<file path="config.mk">
export PLATFORM = sky130hd
export DESIGN_NAME = cic_sample_buffer
export DESIGN_NICKNAME = d
export VERILOG_FILES = /design/src/rtl/cic_buf_pkg.sv /design/src/rtl/cic_buf_fifo.sv /design/src/rtl/cic_sample_buffer.sv
export SDC_FILE = /design/constraint.sdc
export NUM_CORES = 1
export LEC_CHECK = 0
export CORE_MARGIN = 2
export CORE_UTILIZATION = 50
export CTS_CLUSTER_SIZE = 20
export DETAILED_ROUTE_END_ITERATION = 7
export GPL_TIMING_DRIVEN = 0
export PLACE_DENSITY = 0.75
export SLEW_MARGIN = 20
export SYNTH_ARGS = -nofsm -noshare
export SYNTH_HDL_FRONTEND = slang
export SYNTH_SLANG_ARGS = --single-unit
</file>
<file path="constraint.sdc">
create_clock -name clk -period 4.9 [get_ports clk]
set_clock_uncertainty 0.05 [all_clocks]
set_input_delay 0.735 -clock clk [delete_from_list [all_inputs] [get_ports clk]]
set_output_delay 0.735 -clock clk [all_outputs]
set_load 0.02 [all_outputs]
</file>
<file path="src/rtl/cic_buf_pkg.sv">
// Shared FSM type and default sizing for the CIC decimated-sample buffer.
package cic_buf_pkg;

    typedef enum logic {
        S_SETTLE = 1'b0,
        S_RUN    = 1'b1
    } cic_buf_state_t;

    localparam int CIC_BUF_NUMBITS = 25;
    localparam int CIC_BUF_DEPTH   = 8;
    localparam int CIC_BUF_COUNT_W = 16;

endpackage

</file>
<file path="src/rtl/cic_buf_fifo.sv">
// Synchronous word FIFO with extra-MSB pointers and a synchronous flush.
// Latency: a pushed word is visible at the head one cycle later; no fall-through.
// Backpressure: a push while full is refused unless a pop frees the slot in the same cycle.
module cic_buf_fifo
#(
    parameter int WIDTH = 25,
    parameter int DEPTH = 8,
    localparam int AW   = $clog2(DEPTH)
)
(
    input  logic             clk,
    input  logic             reset_n,
    input  logic             flush,
    input  logic             push,
    input  logic [WIDTH-1:0] wdata,
    input  logic             pop,
    output logic [WIDTH-1:0] rdata,
    output logic             full,
    output logic             empty,
    output logic [AW:0]      level
);

    logic [WIDTH-1:0] mem [DEPTH];
    logic [AW:0]      wr_ptr;
    logic [AW:0]      rd_ptr;
    logic             rd_en;
    logic             wr_en;

    assign empty = (wr_ptr == rd_ptr);
    assign full  = (wr_ptr[AW] != rd_ptr[AW]) && (wr_ptr[AW-1:0] == rd_ptr[AW-1:0]);
    assign level = wr_ptr - rd_ptr;
    assign rd_en = pop & ~empty;
    // A full FIFO still takes a word when the head leaves in the same cycle.
    assign wr_en = push & (~full | rd_en);

    // Head reads as zero while empty so reset and flush present a clean bus.
    assign rdata = empty ? '0 : mem[rd_ptr[AW-1:0]];

    always_ff @(posedge clk) begin
        if (wr_en) begin
            mem[wr_ptr[AW-1:0]] <= wdata;
        end
    end

    always_ff @(posedge clk) begin
        if (!reset_n || flush) begin
            wr_ptr <= '0;
            rd_ptr <= '0;
        end else begin
            if (wr_en) wr_ptr <= wr_ptr + 1'b1;
            if (rd_en) rd_ptr <= rd_ptr + 1'b1;
        end
    end

endmodule

</file>
<file path="src/rtl/cic_sample_buffer.sv">
// Captures CIC output words on divided-clock rises, drops settling words, queues the rest (CIC_BUF_AVG_EN adds averaging).
// Latency: strobe first sampled high at edge k, word in FIFO at edge k+2.
// Backpressure: valid/ready on the output; a full FIFO drops the word and sets sticky overflow.
module cic_sample_buffer
    import cic_buf_pkg::*;
#(
    parameter int NUMBITS  = CIC_BUF_NUMBITS,
    parameter int DEPTH    = CIC_BUF_DEPTH,
    parameter int DISCARD  = 3,
    parameter int AVG_LOG2 = 2
)
(
    input  logic                       clk,
    input  logic                       reset_n,
    input  logic [NUMBITS-1:0]         sample_in,
    input  logic                       sample_strobe,
    input  logic                       clear,
    output logic [NUMBITS-1:0]         out_data,
    output logic                       out_valid,
    input  logic                       out_ready,
    output logic [$clog2(DEPTH+1)-1:0] level,
    output logic                       overflow,
    output logic [CIC_BUF_COUNT_W-1:0] sample_count
);

    localparam int             DW         = (DISCARD > 1) ? $clog2(DISCARD) : 1;
    localparam logic [DW-1:0]  DISC_LAST  = DW'((DISCARD > 0) ? DISCARD - 1 : 0);
    localparam cic_buf_state_t INIT_STATE = (DISCARD == 0) ? S_RUN : S_SETTLE;

    logic               strobe_q;
    logic               rise;
    logic               armed;
    logic               cap_vld;
    logic [NUMBITS-1:0] cap_word;
    cic_buf_state_t     state;
    cic_buf_state_t     state_nxt;
    logic [DW-1:0]      discard_cnt;
    logic [DW-1:0]      discard_nxt;
    logic               in_run;
    logic               push;
    logic [NUMBITS-1:0] push_word;
    logic               pop;
    logic               full;
    logic               empty;

    assign rise   = sample_strobe & ~strobe_q;
    assign in_run = (state == S_RUN);
    assign pop    = out_valid & out_ready;

    // Capture waits one cycle after the rise so the CIC word has settled.
    always_ff @(posedge clk) begin
        if (!reset_n) begin
            strobe_q <= 1'b0;
            armed    <= 1'b0;
            cap_vld  <= 1'b0;
            cap_word <= '0;
        end else begin
            strobe_q <= sample_strobe;
            armed    <= rise & ~clear;
            cap_vld  <= armed & ~clear;
            if (armed) cap_word <= sample_in;
        end
    end

    always_ff @(posedge clk) begin
        if (!reset_n) begin
            state       <= INIT_STATE;
            discard_cnt <= '0;
        end else begin
            state       <= state_nxt;
            discard_cnt <= discard_nxt;
        end
    end

    always_comb begin
        state_nxt   = state;
        discard_nxt = discard_cnt;
        case (state)
            S_SETTLE: begin
                if (cap_vld) begin
                    if (discard_cnt == DISC_LAST) begin
                        state_nxt   = S_RUN;
                        discard_nxt = '0;
                    end else begin
                        discard_nxt = discard_cnt + 1'b1;
                    end
                end
            end
            default: ;
        endcase
        if (clear) begin
            state_nxt   = INIT_STATE;
            discard_nxt = '0;
        end
    end

`ifdef CIC_BUF_AVG_EN
    localparam int SW = NUMBITS + AVG_LOG2;

    logic [SW-1:0]       acc;
    logic [SW-1:0]       acc_sum;
    logic [AVG_LOG2-1:0] avg_cnt;

    assign acc_sum   = acc + SW'(cap_word);
    assign push      = cap_vld & in_run & (&avg_cnt);
    assign push_word = NUMBITS'(acc_sum >> AVG_LOG2);

    always_ff @(posedge clk) begin
        if (!reset_n || clear) begin
            acc     <= '0;
            avg_cnt <= '0;
        end else if (cap_vld && in_run) begin
            avg_cnt <= avg_cnt + 1'b1;
            acc     <= (&avg_cnt) ? '0 : acc_sum;
        end
    end
`else
    assign push      = cap_vld & in_run;
    assign push_word = cap_word;
`endif

    always_ff @(posedge clk) begin
        if (!reset_n || clear) begin
            overflow     <= 1'b0;
            sample_count <= '0;
        end else if (push) begin
            if (full && !pop) overflow <= 1'b1;
            else              sample_count <= sample_count + 1'b1;
        end
    end

    cic_buf_fifo #(
        .WIDTH (NUMBITS),
        .DEPTH (DEPTH)
    ) u_fifo (
        .clk     (clk),
        .reset_n (reset_n),
        .flush   (clear),
        .push    (push),
        .wdata   (push_word),
        .pop     (out_ready),
        .rdata   (out_data),
        .full    (full),
        .empty   (empty),
        .level   (level)
    );

    assign out_valid = ~empty;

endmodule

</file>
==> run_summary.xml, run 1 <==
<?xml version="1.0" encoding="UTF-8"?>
<metrics>
  <group name="drt">
    <metric name="wl" unit="mm">21.0</metric>
    <metric name="drcViolationCount" unit="">0</metric>
    <metric name="first_iteration_detailed_routing_drc_count" unit="">275</metric>
    <metric name="total_vias_in_the_final_route" unit="">5523</metric>
    <metric name="routed_wl_per_cell" unit="µm">20.8</metric>
    <metric name="ant_nets" unit="">0</metric>
    <metric name="avgViaCountPerCell" unit="">5.48</metric>
    <metric name="dr.pass1.iters" unit="">4</metric>
  </group>
  <group name="setup_path">
    <metric name="timing.critical_path.from_type" unit="">register</metric>
    <metric name="r2r-end" unit="">u_fifo.mem[4][12]</metric>
    <metric name="cp_cell_sequence" unit="">clkbuf_1 &gt; inv_1 &gt; ha_1 &gt; nand3_1 &gt; nor2_1 &gt; clkbuf_1 &gt; nor2_1 &gt; clkdlybuf4s50_1</metric>
    <metric name="r2r_worst_path_depth" unit="">11</metric>
    <metric name="timing.critical_path.to_type" unit="">primary output</metric>
    <metric name="reg2reg_slack" unit="ps">1350</metric>
    <metric name="slowest_cell_on_the_critical_path" unit="">nor2_1</metric>
    <metric name="worstPathRequired" unit="ps">4120</metric>
    <metric name="crit_arrival" unit="ps">3860</metric>
    <metric name="timing.critical_path.slowest_cell_delay" unit="ps">600</metric>
    <metric name="critical_path_class" unit="">reg -&gt; out</metric>
    <metric name="crit-reg2reg-launch" unit="">u_fifo.wr_ptr[0]</metric>
    <metric name="worstPathMaxFanout" unit="">10</metric>
  </group>
  <group name="placed_design">
    <metric name="routabilityCongestion" unit="">0.820</metric>
    <metric name="hpwlAfterDp" unit="mm">14.5</metric>
    <metric name="placement.cell_area" unit="µm²">11500</metric>
    <metric name="portBuffers" unit="">76</metric>
    <metric name="placement.setup.worst_slack" unit="ps">777</metric>
  </group>
  <group name="timing">
    <metric name="report.final.slew_viol_count" unit="">0</metric>
    <metric name="finalHoldViolations" unit="">0</metric>
    <metric name="finalWorstSetupSlack" unit="ps">258</metric>
    <metric name="max_slew.worst_pin.slew" unit="ps">944</metric>
    <metric name="timing.slew.headroom" unit="%">36.6</metric>
    <metric name="setup_viol_count_final" unit="">0</metric>
    <metric name="min_period" unit="ps">4640</metric>
    <metric name="rsz0062_at_grt" unit="">false</metric>
    <metric name="post-route-period-util" unit="%">94.7</metric>
    <metric name="maxClockFrequency" unit="MHz">215</metric>
  </group>
  <group name="clock_tree">
    <metric name="cts.repair_timing.setup_buffer_count" unit="">0</metric>
    <metric name="cts_resized" unit="">0</metric>
    <metric name="insertion_delay" unit="ps">510</metric>
    <metric name="clock_buffer_count_from_cts" unit="">24</metric>
    <metric name="cts-hold-fix-buffers" unit="">0</metric>
    <metric name="clock_tree.root_cell" unit="">clkbuf_16</metric>
    <metric name="worst_setup_hold_path_clk_slew" unit="ps">60</metric>
    <metric name="cts-root-to-sink-buffers" unit="">3</metric>
    <metric name="htree_levels" unit="">1</metric>
    <metric name="clock_tree_from_tritoncts" unit="">done</metric>
    <metric name="cts.sink_count" unit="">259</metric>
  </group>
  <group name="synthesis">
    <metric name="number_of_distinct_library_cell_variants_in_the_gate_level_netlist_after_synthesis" unit="">48</metric>
    <metric name="synth_edf_count" unit="">200</metric>
    <metric name="postSynthNetCount" unit="">625</metric>
    <metric name="mappedNetlistArea" unit="µm²">10100</metric>
    <metric name="ys_warns" unit="">0</metric>
    <metric name="cell_count_after_synthesis" unit="">588</metric>
    <metric name="sequential_to_total_area_share_from_yosys_stat" unit="%">70.8</metric>
    <metric name="synth-async-reset-ratio" unit="%">0</metric>
    <metric name="mapped_avg_cell_area" unit="µm²">17.3</metric>
    <metric name="ys.flop_type" unit="">edfxtp_1</metric>
    <metric name="ys_ff_latch" unit="">259</metric>
  </group>
  <group name="global_route">
    <metric name="grt_pass1_vias" unit="">5978</metric>
    <metric name="antenna_found_initial" unit="">0</metric>
    <metric name="maximum_number_of_pins_on_one_net_before_global_route_repair" unit="">16</metric>
    <metric name="grt_overflow" unit="">0</metric>
    <metric name="grt_pass1_wl" unit="mm">33.0</metric>
    <metric name="groute.usage.overall" unit="%">20.0</metric>
  </group>
  <group name="cells_and_area">
    <metric name="post_route_cells_drive_above_1_share" unit="%">19.5</metric>
    <metric name="finish.instance_area" unit="µm²">12300</metric>
    <metric name="final_net_count" unit="">758</metric>
    <metric name="synthToLayoutAreaGrowth" unit="%">20.9</metric>
    <metric name="antenna-diode-count" unit="">0</metric>
    <metric name="fillers" unit="">1425</metric>
  </group>
  <group name="flow_run">
    <metric name="maxCapViolCount" unit="">0</metric>
  </group>
  <group name="pwr">
    <metric name="p_leak" unit="nW">3.85</metric>
    <metric name="cellPowerDensity" unit="nW/µm²">341</metric>
    <metric name="ir_worst_vdd" unit="mV">0.286</metric>
  </group>
  <group name="hold_path">
    <metric name="type_of_the_worst_min_delay_path" unit="">reg -&gt; reg</metric>
    <metric name="hold_path_cells" unit="">1</metric>
    <metric name="hold-path-endpoint" unit="">armed</metric>
    <metric name="worst_hold_startpoint" unit="">strobe_q</metric>
  </group>
  <group name="floorplanning">
    <metric name="core" unit="µm²">20100</metric>
    <metric name="die_w" unit="µm">146</metric>
    <metric name="ios" unit="">77</metric>
    <metric name="fp-row-count" unit="">52</metric>
    <metric name="die_h" unit="µm">146</metric>
    <metric name="initial_utilization" unit="%">50.5</metric>
    <metric name="die_area" unit="µm²">21500</metric>
  </group>
  <group name="outcome">
    <metric name="status" unit="">complete, no violations</metric>
  </group>
</metrics>
-- Yosys cell counts (3+ instances only) --
cell	n	area share, %
or3_1	3	0.18
clkbuf_1	19	0.70
mux4_2	50	11
nand4_1	4	0.25
nand3_1	6	0.30
edfxtp_1	200	59
dfxtp_1	59	12
nand2_1	16	0.59
a211oi_1	3	0.22
o21ai_0	5	0.25
buf_2	8	0.39
or4_1	3	0.22
nor3_1	6	0.30
xnor2_1	10	0.86
nor2_1	44	1.6
inv_1	12	0.44
nor2b_1	26	1.6
a21oi_1	16	0.79
o31ai_1	3	0.22
ha_1	6	0.74
mux2i_1	51	5.0
nor4_1	5	0.31
-- power by group --
part	switching, mW	internal, mW
registers	0.0133	2.35
clock network	0.764	0.995
logic	0.0246	0.0354
-- cells in the final DEF, fill, tap and decap left out, types with 2 or more instances in the layout --
master and count:
clkinv_2 3, ha_1 6, nor2_1 44, buf_4 12
o31ai_1 3, buf_2 22, clkbuf_1 24, or3_1 3
nor2b_1 26, mux2i_1 51, a21oi_1 16, o211ai_1 2
or4_1 3, mux4_2 50, buf_6 6, and4_1 2
nor3_2 3, a21o_1 2, a211oi_1 2, edfxtp_1 200
nor3_1 3, xnor2_1 10, clkinvlp_4 2, nor4_2 4
xor2_1 2, clkbuf_8 5, clkbuf_16 25, inv_1 12
dfxtp_1 59, clkinv_1 2, nand4_1 4, nand3_1 6
o21ai_0 5, a31o_2 2, clkdlybuf4s50_1 76, and2_1 2
nand2_1 16
-- per-stage QoR --
stage	cells	power, mW	TNS (ps)	hold slack [ps]	util [%]
2_1_floorplan	588	2.44	0	321	-
3_3_place_gp	934	2.47	-320560	330	55.9
3_5_place_dp	965	2.48	0	328	57.3
4_1_cts	1008	4.21	0	337	61.0
5_1_grt	1008	4.30	0	362	61.0
6_report	1008	4.19	0	337	61.0
-- area by class of cell --
type / instances / area (µm²) / area share [%]
buffer: 31 / 151 / 1.23
clock buffer: 34 / 699 / 5.70
clock inverter: 9 / 51.3 / 0.418
inverter: 12 / 45.0 / 0.367
multi-input combinational: 286 / 2820 / 23.0
sequential: 259 / 7190 / 58.6
tap: 270 / 338 / 2.75
timing repair buffer: 107 / 981 / 8.00
-- worst max path at each step --
stage                                start           endpoint  depth (start not counted)
after CTS                 u_fifo.wr_ptr[0]        out_data[8]                          8
final                     u_fifo.wr_ptr[0]        out_data[8]                          8
after detailed placement  u_fifo.wr_ptr[0]        out_data[8]                          8
after floorplan           u_fifo.wr_ptr[0]   u_fifo.mem[1][0]                          8
after global routing      u_fifo.wr_ptr[0]        out_data[8]                          8
after global placement           out_ready  u_fifo.mem[0][11]                          6
-- logic make-up after synthesis --
family                   count (synthesis)  synth area share [%]
XOR/XNOR                                13                  1.20
AO/OA/AOI/OAI                           38                  2.34
AND/OR/NAND/NOR                        127                  6.63
flip-flops                             259                  70.8
multiplexers                           101                  16.1
adder cells (fa/ha/maj)                  7                 0.937
buffers and inverters                   43                  1.94
-- metal layers --
metal  GRT usage, %  wire, µm
met4           5.97       404
met2           35.5     10800
met1           25.1      8370
met3           3.94      1350
met5              0         0
-- worst max-delay path: cells and delay by family (launching register included) --
| family | cells | cell delay (ps) |
|---|---|---|
| buffers and inverters | 4 | 1720 |
| adder cells (fa/ha/maj) | 1 | 390 |
| AND/OR/NAND/NOR | 3 | 890 |
| flip-flops | 1 | 340 |
-- state kept, by name, indices dropped and copies added, names as in the netlist, 2 cells and up, named ones only --
register	flops
u_fifo.rd_ptr	4
sample_count	16
discard_cnt	2
cap_word	25
u_fifo.wr_ptr	4
u_fifo.mem	200
Power figures use the tool's default switching activity.
==> inputs of run 2 (changes only) <==
Settings changed: CORE_UTILIZATION 50 to 40, PLACE_DENSITY 0.75 to 0.63, TNS_END_PERCENT set to 30.
==> run 2 against run 1 <==
Design area grew 1.4%. Flip-flop and latch count is the same. Sequential power is essentially flat. Maximum frequency grew 2.9%. Combinational power grew 1%. Critical path type unchanged.
==> run_summary.xml, run 2 (same netlist as run 1, synthesis figures left out) <==
<?xml version="1.0" encoding="UTF-8"?>
<metrics>
  <group name="outcome">
    <metric name="status" unit="">complete, no violations</metric>
  </group>
  <group name="placed_design">
    <metric name="placement.setup.worst_slack" unit="ps">727</metric>
    <metric name="routabilityCongestion" unit="">0.778</metric>
    <metric name="hpwlAfterDp" unit="mm">15.2</metric>
    <metric name="portBuffers" unit="">76</metric>
  </group>
  <group name="flow_run">
    <metric name="maxCapViolCount" unit="">0</metric>
  </group>
  <group name="floorplanning">
    <metric name="die_h" unit="µm">163</metric>
    <metric name="core" unit="µm²">25000</metric>
    <metric name="initial_utilization" unit="%">40.5</metric>
    <metric name="fp-row-count" unit="">58</metric>
    <metric name="die_w" unit="µm">163</metric>
    <metric name="ios" unit="">77</metric>
    <metric name="die_area" unit="µm²">26700</metric>
  </group>
  <group name="clock_tree">
    <metric name="worst_setup_hold_path_clk_slew" unit="ps">60</metric>
    <metric name="clock_tree.root_cell" unit="">clkbuf_16</metric>
    <metric name="clock_tree_from_tritoncts" unit="">done</metric>
    <metric name="insertion_delay" unit="ps">520</metric>
    <metric name="htree_levels" unit="">1</metric>
    <metric name="cts.sink_count" unit="">259</metric>
    <metric name="cts-root-to-sink-buffers" unit="">3</metric>
    <metric name="clock_buffer_count_from_cts" unit="">26</metric>
  </group>
  <group name="timing">
    <metric name="finalWorstSetupSlack" unit="ps">388</metric>
    <metric name="maxClockFrequency" unit="MHz">222</metric>
    <metric name="rsz0062_at_grt" unit="">false</metric>
    <metric name="min_period" unit="ps">4510</metric>
    <metric name="max_slew.worst_pin.slew" unit="ps">956</metric>
    <metric name="finalHoldViolations" unit="">0</metric>
    <metric name="post-route-period-util" unit="%">92.1</metric>
    <metric name="report.final.slew_viol_count" unit="">0</metric>
    <metric name="setup_viol_count_final" unit="">0</metric>
    <metric name="timing.slew.headroom" unit="%">36.3</metric>
  </group>
  <group name="drt">
    <metric name="dr.pass1.iters" unit="">6</metric>
    <metric name="total_vias_in_the_final_route" unit="">5603</metric>
    <metric name="drcViolationCount" unit="">0</metric>
    <metric name="routed_wl_per_cell" unit="µm">20.6</metric>
    <metric name="wl" unit="mm">22.1</metric>
    <metric name="avgViaCountPerCell" unit="">5.22</metric>
    <metric name="first_iteration_detailed_routing_drc_count" unit="">382</metric>
    <metric name="ant_nets" unit="">0</metric>
  </group>
  <group name="setup_path">
    <metric name="worstSetupStartpoint" unit="">u_fifo.wr_ptr[0]</metric>
    <metric name="worstPathRequired" unit="ps">4120</metric>
    <metric name="r2r_worst_path_depth" unit="">11</metric>
    <metric name="worstPathMaxFanout" unit="">10</metric>
    <metric name="crit-reg2reg-launch" unit="">u_fifo.wr_ptr[0]</metric>
    <metric name="timing.critical_path.from_type" unit="">register</metric>
    <metric name="timing.critical_path.to_type" unit="">primary output</metric>
    <metric name="r2r-end" unit="">u_fifo.mem[5][14]</metric>
    <metric name="reg2reg_slack" unit="ps">1230</metric>
    <metric name="crit_arrival" unit="ps">3730</metric>
    <metric name="critical_path_class" unit="">reg -&gt; out</metric>
  </group>
  <group name="pwr">
    <metric name="cellPowerDensity" unit="nW/µm²">347</metric>
    <metric name="sequentialPowerShare" unit="%">54.9</metric>
    <metric name="p_leak" unit="nW">3.90</metric>
    <metric name="power.switching" unit="µW">839</metric>
    <metric name="combPwrFrac" unit="%">1.4</metric>
    <metric name="ir_worst_vdd" unit="mV">0.195</metric>
    <metric name="sw_frac_of_total" unit="%">19.4</metric>
    <metric name="cell_internal_power" unit="mW">3.48</metric>
    <metric name="pwr-share-clk" unit="%">43.7</metric>
    <metric name="total_design_power" unit="mW">4.32</metric>
  </group>
  <group name="hold_path">
    <metric name="hold-path-endpoint" unit="">armed</metric>
    <metric name="worst_hold_startpoint" unit="">strobe_q</metric>
    <metric name="type_of_the_worst_min_delay_path" unit="">reg -&gt; reg</metric>
    <metric name="hold_path_cells" unit="">1</metric>
  </group>
  <group name="global_route">
    <metric name="grt_overflow" unit="">0</metric>
    <metric name="groute.usage.overall" unit="%">17.3</metric>
    <metric name="grt_pass1_vias" unit="">6038</metric>
    <metric name="maximum_number_of_pins_on_one_net_before_global_route_repair" unit="">15</metric>
    <metric name="grt_pass1_wl" unit="mm">34.6</metric>
    <metric name="antenna_found_initial" unit="">0</metric>
  </group>
  <group name="cells_and_area">
    <metric name="post_route_cells_drive_above_1_share" unit="%">20.2</metric>
    <metric name="largest_register_ffs" unit="">200</metric>
    <metric name="layout.area.seq" unit="µm²">7190</metric>
    <metric name="layout_common_cells" unit="">edfxtp_1 (200), clkdlybuf4s50_1 (76), dfxtp_1 (59), mux2i_1 (51), mux4_2 (50)</metric>
    <metric name="fillers" unit="">2134</metric>
    <metric name="synthToLayoutAreaGrowth" unit="%">22.6</metric>
    <metric name="area_of_combinational_cells_with_multiple_inputs" unit="µm²">2820</metric>
    <metric name="final_net_count" unit="">762</metric>
    <metric name="final_util" unit="%">49.7</metric>
    <metric name="antenna-diode-count" unit="">0</metric>
    <metric name="mostFrequentLayoutCell" unit="">edfxtp_1</metric>
  </group>
</metrics>
[run 2: cell type report]
class,count,share of cell area (%)
Inverter,12,0.362
Timing Repair Buffer,109,8.03
Tap cell,330,3.32
Sequential cell,259,57.8
Clock buffer,31,5.71
Buffer,31,1.22
Multi-Input combinational cell,286,22.7
Clock inverter,16,0.905
[run 2: power groups by stage]
stage,Combinational [mW],Sequential [mW],Clock (mW)
after global routing,0.0658,2.37,2.01
final,0.0606,2.37,1.89
after global placement,0.0603,2.41,0
after floorplan,0.0260,2.41,0
after CTS,0.0617,2.37,1.92
after detailed placement,0.0612,2.42,0
[run 2: worst max path at each step]
stage	to	slack [ps]	depth (start not counted)
floorplan	u_fifo.mem[1][0]	400	8
global route	out_data[7]	110	8
finish	out_data[7]	390	8
CTS	out_data[7]	110	8
global placement	u_fifo.mem[0][11]	-2660	6
detailed placement	out_data[7]	730	8
[run 2: worst max-delay path: stages (launching register included)]
cell and delay (ps):
dfxtp_1 330, clkbuf_1 340, inv_1 220, ha_1 410, nand3_1 150, nor2_2 420
clkbuf_1 550, nor2_1 200, clkdlybuf4s50_1 580
[run 2: per-stage QoR]
step | cell area, µm² | hold slack, ps | instances | TNS [ps]
after floorplan | 10100 | 321 | 588 | 0
after global placement | 11300 | 331 | 994 | -385150
after detailed placement | 11600 | 335 | 1027 | 0
after CTS | 12400 | 343 | 1074 | 0
after global routing | 12400 | 350 | 1074 | 0
final | 12400 | 339 | 1074 | 0
[run 2: repair_timing]
item | CTS | global route
hold buffers | 0 | 0
setup endpoints to repair | 0 | 20
buffers inserted | 0 | 0
gates resized for setup | 0 | 1
[run 2: per-layer routing]
layer | GRT usage [%] | wire, µm | vias up
met5 | 0 | 0 | -
met2 | 30.5 | 11200 | 165
li1 | - | - | 2550
met3 | 2.74 | 986 | 32
met1 | 22.7 | 9550 | 2856
met4 | 3.62 | 415 | 0
==> inputs of run 3 (changes only) <==
Settings changed: CELL_PAD_IN_SITES_DETAIL_PLACEMENT set to 1, CELL_PAD_IN_SITES_GLOBAL_PLACEMENT set to 2, HOLD_SLACK_MARGIN set to 0.15, PLACE_DENSITY 0.63 to 0.78.
==> run 3 against run 2 <==
Non-clock buffer count decreased by 1. Power increased by 1.1%. Critical path depth unchanged. Global-route usage increased by 0.91 points. Die area unchanged. Critical path type unchanged. Largest cell class unchanged.
==> run_summary.xml, run 3 (same netlist as run 1, synthesis figures left out) <==
<?xml version="1.0" encoding="UTF-8"?>
<metrics>
  <group name="setup_path">
    <metric name="crit-reg2reg-launch" unit="">u_fifo.wr_ptr[0]</metric>
    <metric name="crit_arrival" unit="ps">3810</metric>
    <metric name="worstPathMaxFanout" unit="">10</metric>
    <metric name="timing.critical_path.to_type" unit="">primary output</metric>
    <metric name="worstPathRequired" unit="ps">4120</metric>
    <metric name="r2r-end" unit="">u_fifo.mem[3][7]</metric>
    <metric name="reg2reg_slack" unit="ps">1090</metric>
    <metric name="critical_path_class" unit="">reg -&gt; out</metric>
    <metric name="timing.critical_path.from_type" unit="">register</metric>
    <metric name="r2r_worst_path_depth" unit="">12</metric>
  </group>
  <group name="timing">
    <metric name="timing.slew.headroom" unit="%">33.2</metric>
    <metric name="fin_worst_hold_slack" unit="ps">342</metric>
    <metric name="maxClockFrequency" unit="MHz">218</metric>
    <metric name="report.final.slew_viol_count" unit="">0</metric>
    <metric name="post-route-period-util" unit="%">93.7</metric>
    <metric name="finalHoldViolations" unit="">0</metric>
    <metric name="finalWorstSetupSlack" unit="ps">306</metric>
    <metric name="rsz0062_at_grt" unit="">false</metric>
    <metric name="min_period" unit="ps">4590</metric>
    <metric name="max_slew.worst_pin.slew" unit="ps">1000</metric>
    <metric name="setup_viol_count_final" unit="">0</metric>
  </group>
  <group name="global_route">
    <metric name="groute.usage.overall" unit="%">18.2</metric>
    <metric name="antenna_found_initial" unit="">0</metric>
    <metric name="grt_pass1_vias" unit="">6151</metric>
    <metric name="grt_pass1_wl" unit="mm">36.6</metric>
    <metric name="grt_overflow" unit="">0</metric>
    <metric name="maximum_number_of_pins_on_one_net_before_global_route_repair" unit="">16</metric>
  </group>
  <group name="placed_design">
    <metric name="portBuffers" unit="">76</metric>
    <metric name="hpwlAfterDp" unit="mm">15.9</metric>
    <metric name="routabilityCongestion" unit="">0.731</metric>
    <metric name="placement.setup.worst_slack" unit="ps">767</metric>
  </group>
  <group name="hold_path">
    <metric name="hold-path-endpoint" unit="">armed</metric>
    <metric name="hold_path_cells" unit="">1</metric>
    <metric name="type_of_the_worst_min_delay_path" unit="">reg -&gt; reg</metric>
    <metric name="worst_hold_startpoint" unit="">strobe_q</metric>
  </group>
  <group name="cells_and_area">
    <metric name="post_route_cells_drive_above_1_share" unit="%">19.7</metric>
    <metric name="final_net_count" unit="">761</metric>
    <metric name="synthToLayoutAreaGrowth" unit="%">22.5</metric>
    <metric name="layout_common_cells" unit="">edfxtp_1 (200), clkdlybuf4s50_1 (76), dfxtp_1 (59), mux2i_1 (51), mux4_2 (50)</metric>
    <metric name="layout.area.seq" unit="µm²">7190</metric>
    <metric name="antenna-diode-count" unit="">0</metric>
    <metric name="area_of_combinational_cells_with_multiple_inputs" unit="µm²">2820</metric>
    <metric name="largest_register_ffs" unit="">200</metric>
    <metric name="fillers" unit="">2416</metric>
    <metric name="mostFrequentLayoutCell" unit="">edfxtp_1</metric>
  </group>
  <group name="drt">
    <metric name="routed_wl_per_cell" unit="µm">21.8</metric>
    <metric name="first_iteration_detailed_routing_drc_count" unit="">238</metric>
    <metric name="ant_nets" unit="">0</metric>
    <metric name="avgViaCountPerCell" unit="">5.16</metric>
    <metric name="drcViolationCount" unit="">0</metric>
    <metric name="dr.pass1.iters" unit="">4</metric>
    <metric name="wl" unit="mm">23.4</metric>
    <metric name="total_vias_in_the_final_route" unit="">5536</metric>
  </group>
  <group name="pwr">
    <metric name="cellPowerDensity" unit="nW/µm²">351</metric>
    <metric name="ir_worst_vdd" unit="mV">0.246</metric>
    <metric name="p_leak" unit="nW">3.89</metric>
  </group>
  <group name="clock_tree">
    <metric name="cts-hold-fix-buffers" unit="">0</metric>
    <metric name="insertion_delay" unit="ps">530</metric>
    <metric name="htree_levels" unit="">1</metric>
    <metric name="clock_tree_from_tritoncts" unit="">done</metric>
    <metric name="clock_tree.root_cell" unit="">clkbuf_16</metric>
    <metric name="cts_resized" unit="">0</metric>
    <metric name="cts.sink_count" unit="">259</metric>
    <metric name="clock_buffer_count_from_cts" unit="">26</metric>
    <metric name="cts.repair_timing.setup_buffer_count" unit="">0</metric>
    <metric name="cts-root-to-sink-buffers" unit="">3</metric>
    <metric name="worst_setup_hold_path_clk_slew" unit="ps">60</metric>
  </group>
  <group name="floorplanning">
    <metric name="die_area" unit="µm²">26700</metric>
    <metric name="die_h" unit="µm">163</metric>
    <metric name="core" unit="µm²">25000</metric>
    <metric name="fp-row-count" unit="">58</metric>
    <metric name="initial_utilization" unit="%">40.5</metric>
    <metric name="ios" unit="">77</metric>
    <metric name="die_w" unit="µm">163</metric>
  </group>
  <group name="outcome">
    <metric name="status" unit="">complete, no violations</metric>
  </group>
  <group name="flow_run">
    <metric name="maxCapViolCount" unit="">0</metric>
  </group>
</metrics>
## run 3: worst max-delay path by stage
| stage | start | end | slack [ps] |
|---|---|---|---|
| 5_1_grt | u_fifo.wr_ptr[0] | out_data[20] | 60 |
| 6_report | u_fifo.wr_ptr[0] | out_data[20] | 310 |
| 3_5_place_dp | u_fifo.wr_ptr[0] | out_data[20] | 770 |
| 4_1_cts | u_fifo.wr_ptr[0] | out_data[20] | 180 |
| 3_3_place_gp | out_ready | u_fifo.mem[2][13] | -2560 |
| 2_1_floorplan | u_fifo.wr_ptr[0] | u_fifo.mem[1][0] | 400 |
## run 3: per-stage QoR
step | std cells | cell area (µm²) | power [mW] | utilization [%] | setup TNS (ps)
detailed placement | 1026 | 11600 | 2.48 | 46.3 | 0
CTS | 1073 | 12400 | 4.41 | 49.7 | 0
global route | 1073 | 12400 | 4.47 | 49.7 | 0
finish | 1073 | 12400 | 4.36 | 49.7 | 0
floorplan | 588 | 10100 | 2.44 | - | 0
global placement | 994 | 11300 | 2.47 | 45.2 | -366900
## run 3: report_power, final
group	total (mW)	internal, mW	switching, mW
clock network	1.93	1.13	0.807
registers	2.37	2.35	0.0136
logic	0.0618	0.0355	0.0263
## run 3: layout make-up
type                       count  area share (%)
multi-input combinational    286            22.7
sequential                   259            57.8
clock buffer                  34            5.72
tap                          330            3.32
inverter                      12           0.362
buffer                        31            1.22
timing repair buffer         108            7.90
clock inverter                13            1.04
## run 3: layer usage
layer	routed length [µm]	part of all wire, %	global-route usage [%]
met5	0	0	0
met1	9920	42	23.0
met2	12300	53	33.3
met3	782	3.3	2.06
met4	418	1.8	4.75
## run 3: worst max-delay path, stage by stage (launching register included)
cell             delay, ps
dfxtp_1                340
clkbuf_1               330
inv_1                  200
ha_1                   400
nand3_1                130
nor2_1                 600
clkbuf_1               510
nor2_1                 190
clkdlybuf4s50_1        580
